`src/rtl/freq_meas_ctrl_if.sv`:
```
// Control, capture-unit and result-handshake signals of freq_meas_ctrl.
// The master side drives requests and capture data; the slave is the controller.
interface freq_meas_ctrl_if;
    logic        start;
    logic        abort;
    logic [2:0]  avg_log2;
    logic        cap_done;
    logic [31:0] cap_period;
    logic [31:0] cap_high;
    logic        cap_clr;
    logic        busy;
    logic        res_valid;
    logic        res_ready;
    logic [31:0] res_period;
    logic [31:0] res_high;
    logic        res_timeout;

    modport master (
        output start, abort, avg_log2, cap_done, cap_period, cap_high, res_ready,
        input  cap_clr, busy, res_valid, res_period, res_high, res_timeout
    );

    modport slave (
        input  start, abort, avg_log2, cap_done, cap_period, cap_high, res_ready,
        output cap_clr, busy, res_valid, res_period, res_high, res_timeout
    );
endinterface

```
`src/rtl/freq_meas_ctrl.sv`:
```
// Frequency measurement controller: restarts the capture unit, drops the first
// (partial) period, averages 2^N captured periods/high times and hands the
// result over with a valid/ready handshake. A watchdog ends the measurement
// with a timeout result if the capture unit goes quiet.
module freq_meas_ctrl #(
    parameter int unsigned CLOCK_FREQ     = 50000000,
    parameter int unsigned TIMEOUT_CYCLES = 50000000
) (
    input  logic           clk,
    input  logic           rst,
    freq_meas_ctrl_if.slave bus
);
    // A zero timeout would never let a measurement end; fall back to one second.
    localparam int unsigned TMO_CYC  = (TIMEOUT_CYCLES != 0) ? TIMEOUT_CYCLES : CLOCK_FREQ;
    localparam logic [31:0] TMO_LAST = 32'(TMO_CYC - 1);

    typedef enum logic [2:0] {S_IDLE, S_ARM, S_DISCARD, S_ACCUM, S_DONE} state_t;

    state_t      r_state;
    logic        r_cap_clr;
    logic        r_busy;
    logic        r_res_valid;
    logic        r_res_timeout;
    logic [31:0] r_res_period;
    logic [31:0] r_res_high;
    logic [35:0] r_pacc;
    logic [35:0] r_hacc;
    logic [4:0]  r_cnt;
    logic [31:0] r_timer;
    logic [2:0]  r_avg;

    logic [35:0] w_pacc_nxt;
    logic [35:0] w_hacc_nxt;
    logic [4:0]  w_cnt_nxt;
    logic        w_last;
    logic        w_expire;
    logic [2:0]  w_avg_clamp;
    logic [31:0] w_pres;
    logic [31:0] w_hres;

    // 16 samples of 0xFFFFFFFF need 36 bits; the shifted average always fits 32.
    assign w_pacc_nxt  = r_pacc + {4'd0, bus.cap_period};
    assign w_hacc_nxt  = r_hacc + {4'd0, bus.cap_high};
    assign w_cnt_nxt   = r_cnt + 5'd1;
    assign w_last      = (w_cnt_nxt == (5'd1 << r_avg));
    assign w_expire    = (r_timer == TMO_LAST);
    assign w_avg_clamp = (bus.avg_log2 > 3'd4) ? 3'd4 : bus.avg_log2;
    assign w_pres      = 32'(w_pacc_nxt >> r_avg);
    assign w_hres      = 32'(w_hacc_nxt >> r_avg);

    assign bus.cap_clr     = r_cap_clr;
    assign bus.busy        = r_busy;
    assign bus.res_valid   = r_res_valid;
    assign bus.res_timeout = r_res_timeout;
    assign bus.res_period  = r_res_period;
    assign bus.res_high    = r_res_high;

    // Measurement FSM; every output is a register updated alongside the state.
    always_ff @(posedge clk or negedge rst) begin
        if (!rst) begin
            r_state       <= S_IDLE;
            r_cap_clr     <= 1'b0;
            r_busy        <= 1'b0;
            r_res_valid   <= 1'b0;
            r_res_timeout <= 1'b0;
            r_res_period  <= '0;
            r_res_high    <= '0;
            r_pacc        <= '0;
            r_hacc        <= '0;
            r_cnt         <= '0;
            r_timer       <= '0;
            r_avg         <= '0;
        end else if (bus.abort) begin
            // Abort wins over everything; the last result data is kept.
            r_state       <= S_IDLE;
            r_cap_clr     <= 1'b0;
            r_busy        <= 1'b0;
            r_res_valid   <= 1'b0;
            r_res_timeout <= 1'b0;
        end else begin
            case (r_state)
                S_IDLE: begin
                    if (bus.start) begin
                        r_state       <= S_ARM;
                        r_avg         <= w_avg_clamp;
                        r_pacc        <= '0;
                        r_hacc        <= '0;
                        r_cnt         <= '0;
                        r_timer       <= '0;
                        r_cap_clr     <= 1'b1;
                        r_busy        <= 1'b1;
                        r_res_timeout <= 1'b0;
                    end
                end
                S_ARM: begin
                    r_cap_clr <= 1'b0;
                    r_state   <= S_DISCARD;
                end
                S_DISCARD: begin
                    if (bus.cap_done) begin
                        r_timer <= '0;
                        r_state <= S_ACCUM;
                    end else if (w_expire) begin
                        r_state       <= S_DONE;
                        r_res_valid   <= 1'b1;
                        r_res_timeout <= 1'b1;
                        r_res_period  <= '0;
                        r_res_high    <= '0;
                    end else begin
                        r_timer <= r_timer + 32'd1;
                    end
                end
                S_ACCUM: begin
                    // A sample arriving on the expiry cycle still counts.
                    if (bus.cap_done) begin
                        r_timer <= '0;
                        r_pacc  <= w_pacc_nxt;
                        r_hacc  <= w_hacc_nxt;
                        r_cnt   <= w_cnt_nxt;
                        if (w_last) begin
                            r_state      <= S_DONE;
                            r_res_valid  <= 1'b1;
                            r_res_period <= w_pres;
                            r_res_high   <= w_hres;
                        end
                    end else if (w_expire) begin
                        r_state       <= S_DONE;
                        r_res_valid   <= 1'b1;
                        r_res_timeout <= 1'b1;
                        r_res_period  <= '0;
                        r_res_high    <= '0;
                    end else begin
                        r_timer <= r_timer + 32'd1;
                    end
                end
                S_DONE: begin
                    // Start is not looked at here, so it is dropped even on the handshake cycle.
                    if (bus.res_ready) begin
                        r_state     <= S_IDLE;
                        r_res_valid <= 1'b0;
                        r_busy      <= 1'b0;
                    end
                end
                default: r_state <= S_IDLE;
            endcase
        end
    end
endmodule
```
`src/flat_wrapper.sv`:
```
// flat-port wrapper written by rule: the top's interface ports become plain ports
module freq_meas_ctrl_flat 
#(
    parameter int unsigned CLOCK_FREQ     = 50000000,
    parameter int unsigned TIMEOUT_CYCLES = 50000000
)
  (clk, rst, bus_start, bus_abort, bus_avg_log2, bus_cap_done, bus_cap_period, bus_cap_high, bus_res_ready, bus_cap_clr, bus_busy, bus_res_valid, bus_res_period, bus_res_high, bus_res_timeout);
  freq_meas_ctrl_if bus_i ();
  input  logic clk;
  input  logic rst;
  input wire logic [$bits(bus_i.start)-1:0] bus_start;
  input wire logic [$bits(bus_i.abort)-1:0] bus_abort;
  input wire logic [$bits(bus_i.avg_log2)-1:0] bus_avg_log2;
  input wire logic [$bits(bus_i.cap_done)-1:0] bus_cap_done;
  input wire logic [$bits(bus_i.cap_period)-1:0] bus_cap_period;
  input wire logic [$bits(bus_i.cap_high)-1:0] bus_cap_high;
  input wire logic [$bits(bus_i.res_ready)-1:0] bus_res_ready;
  output wire logic [$bits(bus_i.cap_clr)-1:0] bus_cap_clr;
  output wire logic [$bits(bus_i.busy)-1:0] bus_busy;
  output wire logic [$bits(bus_i.res_valid)-1:0] bus_res_valid;
  output wire logic [$bits(bus_i.res_period)-1:0] bus_res_period;
  output wire logic [$bits(bus_i.res_high)-1:0] bus_res_high;
  output wire logic [$bits(bus_i.res_timeout)-1:0] bus_res_timeout;
  assign bus_i.start = bus_start;
  assign bus_i.abort = bus_abort;
  assign bus_i.avg_log2 = bus_avg_log2;
  assign bus_i.cap_done = bus_cap_done;
  assign bus_i.cap_period = bus_cap_period;
  assign bus_i.cap_high = bus_cap_high;
  assign bus_i.res_ready = bus_res_ready;
  assign bus_cap_clr = bus_i.cap_clr;
  assign bus_busy = bus_i.busy;
  assign bus_res_valid = bus_i.res_valid;
  assign bus_res_period = bus_i.res_period;
  assign bus_res_high = bus_i.res_high;
  assign bus_res_timeout = bus_i.res_timeout;
  freq_meas_ctrl #(.CLOCK_FREQ(CLOCK_FREQ), .TIMEOUT_CYCLES(TIMEOUT_CYCLES)) u_core (.clk(clk), .rst(rst), .bus(bus_i));
endmodule
```
`config.mk`:
```
export PLATFORM = sky130hd
export DESIGN_NAME = freq_meas_ctrl_flat
export DESIGN_NICKNAME = d
export VERILOG_FILES = /design/src/rtl/freq_meas_ctrl_if.sv /design/src/rtl/freq_meas_ctrl.sv /design/src/flat_wrapper.sv
export SDC_FILE = /design/constraint.sdc
export NUM_CORES = 1
export LEC_CHECK = 0
export CORE_AREA = 2 2 181 183
export CTS_CLUSTER_SIZE = 8
export DETAILED_ROUTE_END_ITERATION = 12
export DIE_AREA = 0 0 183 185
export PLACE_DENSITY = 0.63
export SETUP_SLACK_MARGIN = 0.4
export SLEW_MARGIN = 30
export SYNTH_ARGS = -nofsm -noshare
export SYNTH_HDL_FRONTEND = slang
export SYNTH_SLANG_ARGS = --single-unit
```
`constraint.sdc`:
```
create_clock -name clk -period 7.2 [get_ports clk]
set_input_delay 1.8 -clock clk [delete_from_list [all_inputs] [get_ports clk]]
set_output_delay 1.8 -clock clk [all_outputs]
set_load 0.05 [all_outputs]
```
# Word level (Yosys, flattened, before mapping)
# Index checks and enable logic that the tools add are counted.
# totals
ff_bits	183
inputBits	73
output_inout_bits	68
word_cells	104
# op_classes
n_addsub	4
order_cmp	1
eq_ne	17
n_shift	3
muxes	48
n_bitwise	1
n_reduce_logical	18
# op_table
cell	count
$mux 32	11
$pmux 32 s2	3
$pmux 36 s2	2
$mux 36	3
$add 36x32->36	2
$shr 36x3->32	2
$add 32x1->32 const B	1
$eq 32x26->1 const B	1
$mux 3	8
$reduce_and 4->1	5
$ne 3x3->1 const B	5
$pmux 3 s5	1
$mux 1	13
$mux 5	2
$pmux 5 s2	1
$reduce_and 3->1	3
$reduce_bool 3->1	3
$eq 3x2->1 const B	2
$ne 2x2->1 const B	3
$pmux 1 s2	3
$reduce_bool 2->1	3
$add 5x1->5 const B	1
$eq 5x5->1	1
$shl 1x3->5 const A	1
12 further kinds	12

# Logic depth before layout (Yosys ltp)
# logic_depth
word_depth	6
depth_mapped	12
depth_no_buf	11

# Least setup slack after synthesis
# Ideal clock, no wire load.
# synth_timing
path_kind	input to register
from	input bus_cap_high[0]
to	register u_core.r_res_high[28] (netlist: u_core.bus.res_high[28])
setup_ns	0.135
t_arrival_ns	4.400
required_time_ns	7.065
path_slack_ns	2.664
cell_stages	11
path_buffers	0
path_cell_list	ha_1 fa_1 a21o_1 a221o_1 a22oi_2 nand3_1 a41o_1 xor2_1 a311o_1 nor4bb_1 a31oi_1
# synth_between
elab_chain_cells	5
# synth_rtl
element	line	rtl
start, declared	flat_wrapper.sv:16	input wire logic [$bits(bus_i.cap_high)-1:0] bus_cap_high;
$add 36x32->36	freq_meas_ctrl.sv:43	assign w_hacc_nxt = r_hacc + {4'd0, bus.cap_high};
$shr 36x3->32	freq_meas_ctrl.sv:49	assign w_hres = 32'(w_hacc_nxt >> r_avg);
$mux 32	freq_meas_ctrl.sv:120	if (w_last) begin
$mux 32	freq_meas_ctrl.sv:115	if (bus.cap_done) begin
$pmux 32 s2	freq_meas_ctrl.sv:81	case (r_state)
end signal, assigned	freq_meas_ctrl.sv:124	r_res_high <= w_hres;
end, declared	freq_meas_ctrl.sv:25	logic [31:0] r_res_high;
# No other way between the ends. The select of a mux whose other input is x is not followed.
# A chain may end at the register's enable or synchronous reset.

# Worst setup path in the final report
# layout_timing
from	input bus_cap_high[0]
to	register u_core.r_res_high[26] (netlist: u_core.bus.res_high[26])
# The elaborated chain is that of the path after synthesis.

==> reports/results.txt <==
Largest net degree at the start of global routing: 89
Critical Path Fanout Max: 4
First-pass GRT wire length: 70000 um
Top cell by count, worst path: a221o_1
Post-cts hold buffer count: 0
WP data arrival: 5.28 ns
Post-synth EDFFs: 0
Critical path's top delay family: compound AO/OA/AOI/OAI gates
Synth-to-Final Area Change: 15.8%
Fin cells: 2109
Final Hold Viols: 0
H-tree Lvls: 4
Commonest non-fill, non-tap cell in the layout: dfrtp_1
Cts bufs inserted: 17
Share of post-route cells with drive strength above 1: 7.35%
Status: complete, no violations
WS Path Type: in -> reg
I/O Pins: 141
Max incr delay on CP: 0.45 ns
Static Leak: 7.11 nW
Upper clock frequency limit: 202 MHz
DP HPWL: 31800 um
Initial Util: 44.0%
Die Ht: 185 um
Remaining Overflow, GRT: 0
DRC viols: 0
Clock Sinks: 183
Setup WS pre-CTS: 1.83 ns
RSZ-0062 raised after global routing: false
Core Region: 32000 sq um
CP endpoint kind: register
Final setup margin: 2.25 ns
DIE AREA: 33900 sq um
Largest cells by area after synthesis: dfrtp_1 32%, ha_1 5.9%, a21oi_1 4.8%
CTS tree: yes
Worst-skew pair later-pin latency: 0.45 ns
Synth top area share: 32.5%
Diodes inserted: 0
Asr flop ratio synth: 100%
Met2 Use GR: 41.1%
Pre-Repair DR Iteration Count: 6
Hold WS: 0.487 ns
Most frequent cells in the layout: 183 x dfrtp_1, 178 x nand2_1, 139 x clkdlybuf4s50_1
CP bufs+invs: 1
Post-synthesis register bit count: 183
Mapped Area: 14100 sq um
Final Wtd Congestion: 0.955
Warnings, synthesis: 0
Clk_skew: 0.0166 ns
Max transition margin: 39.1%
Fillers: 3048
Area leader, netlist: dfrtp_1
Vias in the first global route: 12600
Power, Total: 0.00406 W
Worst slew pin tran: 0.911 ns
Root buffer cell: clkbuf_16
Crit share post-route: 68.7%
Routed WL per cell: 20.9 um
Met1 Use GR: 36.1%
GR peak layer: met2
Average cell area after synthesis: 8.71 sq um
Crit-path cells: clkdlybuf4s50_1 -> ha_1 -> fa_1 -> a21o_1 -> a221o_1 -> a22oi_2 -> nand3_1 -> a21oi_1 -> xor2_1 -> mux2i_1 -> o221a_2 -> a221o_1
Main synth FF type: dfrtp_1
Routed wire length: 44100 um
All-Layer GR Usage: 26.1%
Slowest CP cell: clkdlybuf4s50_1
Routed Antenna Nets: 0
Postcts setup bufs: 0
PostCTS Resize Cnt: 0
Vias: 13200
1st-iter DRT viols: 1251
Final setup vio count: 0
HP Class: reg -> reg
Setup crit start kind: primary input
Antenna violations before repair: 0
Inst Count DP: 2077
Max Cap Viol: 0
Seq/Total Area, Yosys: 32.5%
Data required time of the worst path: 7.53 ns
Post-Route Setup TNS: 0 ns
Routed vias/inst: 6.27
Peak supply drop: 0.000194 V
Final #Nets: 1829
Clk slew on worst S/H paths: 0.07 ns
Slew Viols, Final: 0
CTS Buffer Depth: 2
Power Density: 249 nW/um^2
Final min period: 4.95 ns
Std cell rows: 66
Syn nets: 1759
Synth unique cells: 89
Synth Instances: 1618
Routing usage on met3: 5.33%
Die Span X: 183 um
Number of port buffers: 140
## cell usage after synthesis, types with 8 or more instances
master and instances:
inv_1 24, mux2_2 11, nand4_1 25, dfrtp_1 183, buf_1 10, mux2i_1 19
nand2_1 179, nand2b_1 10, o221ai_1 9, or3_1 15, mux4_2 30, nand3_1 72
nor2_1 100, o21ai_0 104, and3_1 29, a211oi_1 29, a21oi_1 135, clkbuf_1 72
xnor2_1 44, a22oi_1 10, a31oi_1 19, or2_2 9, o31ai_1 15, xor2_1 44
ha_1 66, nor3_1 22, o211ai_1 33, a211o_1 14, o21a_1 9, and2_1 17
buf_2 22, a22o_1 40, nor2b_1 8, a21o_1 36, nor4_1 11
## registers in the layout, summed over array words and instances, names as in the netlist
register and flops:
u_core.r_cnt 5, u_core.bus.res_period 32, u_core.r_avg 3, u_core.r_state 3
u_core.r_timer 32, u_core.bus.busy 1, u_core.r_hacc 36, u_core.bus.cap_clr 1
u_core.bus.res_valid 1, u_core.bus.res_high 32, u_core.r_pacc 36, u_core.bus.res_timeout 1
## where the power goes
part / internal [W] / leakage, nW / total [W] / switching (W)
clock network: 0.000555 / 0.284 / 0.00100 / 0.000449
logic: 0.000652 / 4.29 / 0.00180 / 0.00115
registers: 0.00114 / 2.53 / 0.00125 / 0.000110
## metrics by stage
stage	instance area, sq um	util (%)
after floorplan	14100	-
after global placement	15700	49.1
after detailed placement	15700	49.1
after CTS	16300	50.9
after global routing	16300	50.9
final	16300	50.9
## path summary, 6_finish.rpt
kind,startpoint,endpoint,slack [ns],cells past startpoint
max in group asynchronous,rst,u_core.r_hacc[24],4.56,2
worst min-delay path,u_core.r_pacc[0],u_core.r_pacc[0],0.49,2
min in group asynchronous,rst,u_core.r_pacc[6],1.38,1
worst max-delay path,bus_cap_high[0],u_core.bus.res_high[26],2.25,12
worst max register to register,u_core.r_avg[1],u_core.bus.res_high[21],2.82,9
worst min register to register,u_core.r_pacc[0],u_core.r_pacc[0],0.49,2
## cell families (layout without fill, tap and decap cells)
| group | count (synthesis) | after routing | share of synthesized area (%) |
|---|---|---|---|
| flops | 183 | 183 | 32.5 |
| xor+xnor | 88 | 88 | 5.47 |
| simple gates | 534 | 534 | 18.5 |
| mux | 61 | 61 | 7.12 |
| compound gates | 552 | 552 | 26.5 |
| fa+ha+maj | 68 | 68 | 6.14 |
| buf+inv | 132 | 215 | 3.84 |
## per-layer routing
| layer | wire [um] | vias up |
|---|---|---|
| met5 | 0 | - |
| met4 | 1110 | 0 |
| met3 | 3150 | 71 |
| met2 | 19900 | 502 |
| met1 | 20000 | 6371 |
| li1 | - | 6278 |
## worst register-to-register path: stages, from the launching register on
cell      delay, ns
dfrtp_1        0.39
inv_2          0.05
buf_4          0.66
nand2_1        0.60
mux2i_1        0.29
a31oi_1        0.22
nor3_4         0.56
nand2_1        0.70
or4_1          0.74
o211ai_1       0.10
## cell type report
cell class	count	area, sq um	share of cell area, %
Multi-Input combinational cell	1303	8990	55.1
Sequential cell	183	4580	28.1
Timing Repair Buffer	158	1540	9.46
Tap cell	408	510	3.13
Clock buffer	20	437	2.67
Clock inverter	12	168	1.03
Inverter	25	93.8	0.575
Note: power is estimated with default switching activity, not from simulation.
